`config.mk`:
```
export PLATFORM = sky130hd
export DESIGN_NAME = apb_wait_slave
export DESIGN_NICKNAME = d
export VERILOG_FILES = /design/src/rtl/apb_wait_slave.sv
export SDC_FILE = /design/constraint.sdc
export NUM_CORES = 2
export LEC_CHECK = 0
export BUFFER_PORTS_ARGS = -buffer_cell sky130_fd_sc_hd__clkbuf_2
export CAP_MARGIN = 30
export CORE_UTILIZATION = 45
export CTS_CLUSTER_SIZE = 14
export DETAILED_ROUTE_END_ITERATION = 8
export GPL_ROUTABILITY_DRIVEN = 1
export GPL_TIMING_DRIVEN = 0
export PLACE_DENSITY = 0.61
export REMOVE_ABC_BUFFERS = 1
export SYNTH_ARGS = -nofsm -noshare
export SYNTH_HDL_FRONTEND = slang
export SYNTH_SLANG_ARGS = --single-unit
```
`constraint.sdc`:
```
create_clock -name i_PCLK -period 3.3 [get_ports i_PCLK]
set_input_delay 0.165 -clock i_PCLK [delete_from_list [all_inputs] [get_ports i_PCLK]]
set_output_delay 0.165 -clock i_PCLK [all_outputs]
set_load 0.02 [all_outputs]
```
`src/rtl/apb_wait_slave.sv`:
```
// APB completer with a local word array, WAIT_STATES inserted wait cycles per access,
// and an optional out-of-range error response enabled by APB_SLV_PSLVERR_EN.
module apb_wait_slave #(
  parameter int WADDR       = 8,
  parameter int WDATA       = 8,
  parameter int DEPTH       = 256,
  parameter int WAIT_STATES = 2
) (
  input  logic             i_PCLK,
  input  logic             i_PRESETn,
  input  logic             i_PSEL,
  input  logic             i_PENABLE,
  input  logic             i_PWRITE,
  input  logic [WADDR-1:0] i_PADDR,
  input  logic [WDATA-1:0] i_PWDATA,
  output logic [WDATA-1:0] o_PRDATA,
  output logic             o_PREADY,
  output logic             o_PSLVERR
);

  // state    | meaning
  // S_IDLE   | no transfer in flight, waiting for a SETUP cycle
  // S_ACCESS | transfer latched, counting wait states then completing
  localparam logic [0:0] S_IDLE   = 1'b0;
  localparam logic [0:0] S_ACCESS = 1'b1;

  localparam logic [3:0] WAIT_INIT = 4'(WAIT_STATES);

  logic [0:0]       state;
  logic [3:0]       wait_cnt;
  logic [WADDR-1:0] addr_q;
  logic             write_q;
  logic [WDATA-1:0] wdata_q;
  logic             oor_q;
  logic [WDATA-1:0] mem [DEPTH];

  logic setup;
  logic in_range;
  logic err_next;

  assign setup    = i_PSEL & ~i_PENABLE;
  assign in_range = (32'(i_PADDR) < 32'(DEPTH));

`ifdef APB_SLV_PSLVERR_EN
  assign err_next = ~in_range;
`else
  assign err_next = 1'b0;
`endif

  // A SETUP is taken in either state: from ACCESS it silently drops the old transfer.
  always_ff @(posedge i_PCLK) begin
    if (!i_PRESETn) begin
      state     <= S_IDLE;
      wait_cnt  <= '0;
      addr_q    <= '0;
      write_q   <= 1'b0;
      wdata_q   <= '0;
      oor_q     <= 1'b0;
      o_PRDATA  <= '0;
      o_PREADY  <= 1'b0;
      o_PSLVERR <= 1'b0;
      for (int i = 0; i < DEPTH; i++) mem[i] <= '0;
    end else if (setup) begin
      state     <= S_ACCESS;
      addr_q    <= i_PADDR;
      write_q   <= i_PWRITE;
      wdata_q   <= i_PWDATA;
      oor_q     <= ~in_range;
      wait_cnt  <= WAIT_INIT;
      o_PREADY  <= (WAIT_STATES == 0);
      o_PSLVERR <= err_next;
      o_PRDATA  <= (in_range && !i_PWRITE) ? mem[i_PADDR] : '0;
    end else if (state == S_ACCESS) begin
      if (!i_PSEL) begin
        o_PREADY  <= 1'b0;
        o_PSLVERR <= 1'b0;
        state     <= S_IDLE;
      end else if (!o_PREADY) begin
        wait_cnt <= wait_cnt - 4'd1;
        if (wait_cnt == 4'd1) o_PREADY <= 1'b1;
      end else begin
        if (write_q && !oor_q) mem[addr_q] <= wdata_q;
        o_PREADY  <= 1'b0;
        o_PSLVERR <= 1'b0;
        state     <= S_IDLE;
      end
    end
  end

endmodule

```
## Word level (Yosys, flattened, before mapping)

Memory sizes are Yosys's and may differ from the RTL's.
Cells that the tools add are included.

- Register bits: 32
- Bits in writable memories: 2048
- Input bits: 21
- Output and inout port bits: 10
- Memories kept: 1

Memory list:

| memory | words | bits a word | read ports | clocked after Yosys merged registers in | write ports | RTL line | text |
|---|---|---|---|---|---|---|---|
| mem | 256 | 8 | 1 | 0 | 256 | 35 | `logic [WDATA-1:0] mem [DEPTH];` |

- Add/sub/neg operators: 1
- Eq/ne operators: 3
- Mux-type cells: 25
- Bitwise logic cells: 4
- Reduce and logical (&&, ||, !) cells: 7

Operators with widths:

| operator | number |
|---|---|
| two-way mux 8 bit | 3 |
| two-way mux 1 bit | 18 |
| two-way mux 2 bit | 4 |
| OR reduction 8 bit | 1 |
| AND reduction 3 bit | 2 |
| == test 4 x 1 -> 1 bit, second input constant | 1 |
| != test 2 x 1 -> 1 bit, second input constant | 2 |
| nonzero test 2 bit | 2 |
| subtractor 4 x 1 -> 4 bit, second input constant | 1 |
| NOT 1 bit | 3 |
| AND reduction 2 bit | 1 |
| OR reduction 2 bit | 1 |
| AND 1 bit | 1 |

## Longest topological paths before layout

- Depth in word-level cells: 9
- Gate-level depth with buffers: 13
- Depth with buffers taken out: 7

## Least setup slack after synthesis

OpenSTA, ideal clock, no wires.

- Path type: reg-to-reg
- Start point: reg o_PREADY
- End point: mem mem[140][0], enable pin
- Setup time: 384 ps
- Data arrival time: 2499 ps
- Setup slack: 417 ps
- Cell stages (with the launch flop): 8
- Path buffers: 3
- Clock period less this slack: 2883 ps
- Cell sequence: dfxtp_1 nand2_1 nor3_2 buf_2 nand4_1 clkbuf_1 clkbuf_1 o21ai_0

RTL lines:

| item | RTL line | text |
|---|---|---|
| start: declaration | 17 | `output logic o_PREADY,` |
| start signal: assignment | 70 | `o_PREADY <= (WAIT_STATES == 0);` |
| end: declaration | 35 |  |

## Worst setup path after layout

- Start point: in i_PADDR[2]
- End point: reg o_PRDATA[7]

- Cells in the longest elaborated chain, start to end: 2

RTL lines:

| item | RTL line | text |
|---|---|---|
| start: declaration | 14 | `input logic [WADDR-1:0] i_PADDR,` |
| memory read (256 x 8 bit) | -- |  |
| two-way mux 8 bit | 72 | `o_PRDATA <= (in_range && !i_PWRITE) ? mem[i_PADDR] : '0;` |
| end signal: assignment | 72 |  |
| end: declaration | 16 | `output logic [WDATA-1:0] o_PRDATA,` |

No other way between the ends.
A chain may end at the register's enable or synchronous reset.

==> run summary <==
- **iteration count of the initial detailed-routing pass** 6
- **distinct cell type count of the synthesized netlist** 69
- **estimated wirelength of the detail-placed design** 184000 um
- **portion of the clock cycle consumed by the worst path in the final layout** 1.03
- **combined area of the multi-input logic cells** 0.0323 sq mm
- **number of instances in the placed design** 9295
- **number of nets with antenna violations after routing** 0
- **hold_ws** -0.00230 ns
- **floorplan die height** 465 um
- **post-synthesis async set-or-reset flop share** 0
- **number of enable flip-flop cells after synthesis** 2048
- **most common cell after layout, fill and taps aside** and2_1
- **category of the worst setup path capture point** flop
- **clk slew on worst S/H paths** 0.06 ns
- **layout cell share with drive strength beyond 1** 0.181
- **cell family contributing the most delay on the critical path** compound AO/OA/AOI/OAI gates
- **delay contributed by the slowest stage of the critical path** 1.02 ns
- **cell with the biggest individual delay on the critical path** nor2_2
- **Crit Path Category** primary input to flop
- **Buffers on Ports** 29
- **number of buffers on the longest clock path** 3
- **worst slew margin relative to its limit** 0.179
- **number of hold violations in the final report** 1
- **failing checks** hold timing, setup timing
- **status** finished, violations left
- **post-route non-filler standard cell count** 9789
- **reported max-cap violation count** 0
- **post-place setup slack** -2.36 ns
- **met2 routing resource usage after global routing** 0.429
- **Yosys warnings** 0
- **DRC violations left** 0
- **smallest setup slack after layout** -0.115 ns
- **share of synthesized area occupied by flip-flops and latches** 0.643
- **post-route standard cell area excluding fillers** 0.110 sq mm
- **H-tree depth** 4
- **Vias** 59079
- **filler cell count in the final layout** 17559
- **pin slew with the least headroom to its limit** 1.23 ns
- **starting density of the core** 0.454
- **sequential cell area** 0.0621 sq mm
- **type of origin of the critical path** primary input
- **Routed WL per cell** 30.7 um
- **met1 track demand over resource** 0.377
- **cells along the critical path** clkbuf_8, clkinv_4, nor2_2, a221oi_1, o22ai_1, a21oi_1, a211oi_1, a22o_1
- **FF-to-FF Start** addr_q[2]
- **area of the mapped netlist** 0.0966 sq mm
- **clock tree skew after final layout** 0.0332 ns
- **total die area** 0.217 sq mm
- **largest net degree at the start of global routing** 122
- **Global Route met3 Usage** 0.0541
- **total of flip-flops plus latches after synthesis** 2079
- **overall die width** 465 um
- **via/cell ratio** 6.04
- **number of antenna violations at the first check in global routing** 15
- **DRC marker count from the first detailed-route iteration** 7757
- **Critical Path AT** 4.22 ns
- **CTS Root Buffer Type** clkbuf_16
- **area of the core region** 0.213 sq mm
- **leak pwr** 39.4 nW
- **peak ir drop on the vdd network** 591 uV
- **setup-violating endpoint count in the final report** 43
- **CTS tree** yes
- **Required @ worst endpoint** 4.11 ns
- **Worst Hold Launch** i_PRESETn
- **aggregate global routing overflow** 0
- **boundary pin count** 31
- **setup repair after global routing missed its margin** true
- **max-slew violation total from the final report** 0
- **busiest grt layer** met2
- **Synth Area per Inst** 14.5 sq um
- **count of buffering cells on the critical path with inverters included** 2
- **Layout Area Growth over Synthesis** 13.8%
- **PwrDens** 529 mW/mm^2
- **instance area at placement** 0.102 sq mm
- **Row Count** 169
- **via count of the first global-routing pass** 57574
- **placer's final routability congestion estimate** 0.839
- **highest clock rate** 293 MHz
- **Num CTS Buffers** 212
- **critical path peak fanout** 53
- **Final nets** 6800
- **commonest cells after routing, fill and taps aside** and2_1, edfxtp_1, mux4_2
- **CTS sink cnt** 2079
- **wire length after detailed routing** 300000 um
- **synthesized instance count** 6644
- **combined global-route utilization of all metal layers** 0.273
- **final design utilization** 0.517
- **most instantiated flip-flop cell in the synthesis netlist** edfxtp_1
- **clock latency reported for the late side of the worst-skew pair** 0.87 ns
- **worst hold-check path type** primary input to flop
- **Final Critical Period** 3.42 ns
- **start point of the critical path** i_PADDR[2]
- **wire length of the first global-routing pass** 424000 um
[cell type report]
cell class / instances / share of cell area
Antenna cell: 11 / 0.000250
Clock buffer: 265 / 0.0506
Clock inverter: 129 / 0.0101
Inverter: 9 / 0.000387
Multi-Input combinational cell: 4009 / 0.293
Sequential cell: 2079 / 0.565
Tap cell: 2821 / 0.0321
Timing Repair Buffer: 466 / 0.0482
[routing by layer]
layer	part of all wire	wire length, um
met2	0.47	140000
met4	0.040	12100
met5	0.00018	53
met1	0.40	119000
met3	0.097	29100
[flip-flops by register name, summed over array words and instances (netlist names)]
name	flops
wait_cnt	4
state	1
wdata_q	8
addr_q	8
o_PREADY	1
write_q	1
o_PRDATA	8
mem	2048
[stage by stage]
stage / setup TNS [ns] / power [mW]
global placement: - / 35.4
CTS: -5.59 / 58.2
floorplan: -57.80 / 32.4
detailed placement: -3261.06 / 34.8
finish: -0.913 / 58.1
global route: -0.0787 / 59.5
[where the power goes]
part,internal [mW],total [mW],leakage [nW],switching [mW]
sequential,29.8,30.1,21.4,0.350
combinational,1.55,4.36,14.7,2.82
clock,13.1,23.6,3.26,10.5
[cells in the mapped netlist (all sizes together), types with 3 or more instances]
library cell / n / area share
a2111oi: 5 / 0.00045
a211o: 6 / 0.00054
a211oi: 10 / 0.00083
a21boi: 19 / 0.0015
a21o: 3 / 0.00023
a21oi: 63 / 0.0033
a221oi: 18 / 0.0016
a22o: 19 / 0.0017
a22oi: 31 / 0.0024
a311oi: 5 / 0.00045
a31oi: 15 / 0.00097
and2: 2057 / 0.13
and3: 8 / 0.00052
buf: 166 / 0.013
clkbuf: 387 / 0.015
clkinv: 3 / 0.00012
dfxtp: 31 / 0.0064
edfxtp: 2048 / 0.64
inv: 6 / 0.00023
mux2: 11 / 0.0013
mux2i: 217 / 0.022
mux4: 432 / 0.10
nand2: 178 / 0.0069
nand2b: 10 / 0.00065
nand3: 52 / 0.0027
nand4: 17 / 0.0011
nor2: 300 / 0.012
nor2b: 19 / 0.0012
nor3: 26 / 0.0014
nor4: 14 / 0.00091
o2111ai: 4 / 0.00036
o211ai: 5 / 0.00039
o21ai: 285 / 0.015
o21bai: 3 / 0.00023
o221ai: 54 / 0.0051
o22a: 3 / 0.00027
o22ai: 57 / 0.0037
o31ai: 6 / 0.00047
o32a: 3 / 0.00031
o32ai: 6 / 0.00054
o41ai: 6 / 0.00070
or2: 3 / 0.00019
or3: 6 / 0.00039
or4: 6 / 0.00047
[repair_timing]
item / 4_1_cts / 5_1_grt
hold buffers: 22 / 1
pin swaps: 8 / 6
endpoints found under the hold margin: 23 / 14
resized for setup: 80 / 49
endpoints found under the setup margin: 1669 / 461
cloned: 16 / 5
setup buffers: 28 / 12
[cells by family (layout without fill, tap and decap cells)]
kind of cell | after synthesis | in the layout | synth area share
AND/OR/NAND/NOR | 2700 | 2706 | 0.162
flip-flops | 2079 | 2079 | 0.643
multiplexers | 660 | 660 | 0.124
AO/OA/AOI/OAI | 637 | 637 | 0.0419
buffers and inverters | 562 | 869 | 0.0288
XOR/XNOR | 3 | 3 | 0.000272
adder cells (fa/ha/maj) | 2 | 2 | 0.000259
other | 1 | 12 | 0.0000388
[final timing paths]
kind	endpoint	slack, ns	depth (start not counted)
worst max-delay path	o_PRDATA[7]	-0.12	8
worst min-delay path	mem[33][6]	-0.002	2
worst max register to register	mem[245][5]	-0.04	7
worst min register to register	write_q	0.48	2
[worst reg2reg max path, delay by kind of cell (launching register included)]
kind / cells / cell delay, ns
AO/OA/AOI/OAI: 1 / 0.60
buffers and inverters: 4 / 0.95
flip-flops: 1 / 0.60
AND/OR/NAND/NOR: 2 / 0.88
No activity file was read; power rests on OpenSTA's default activity.
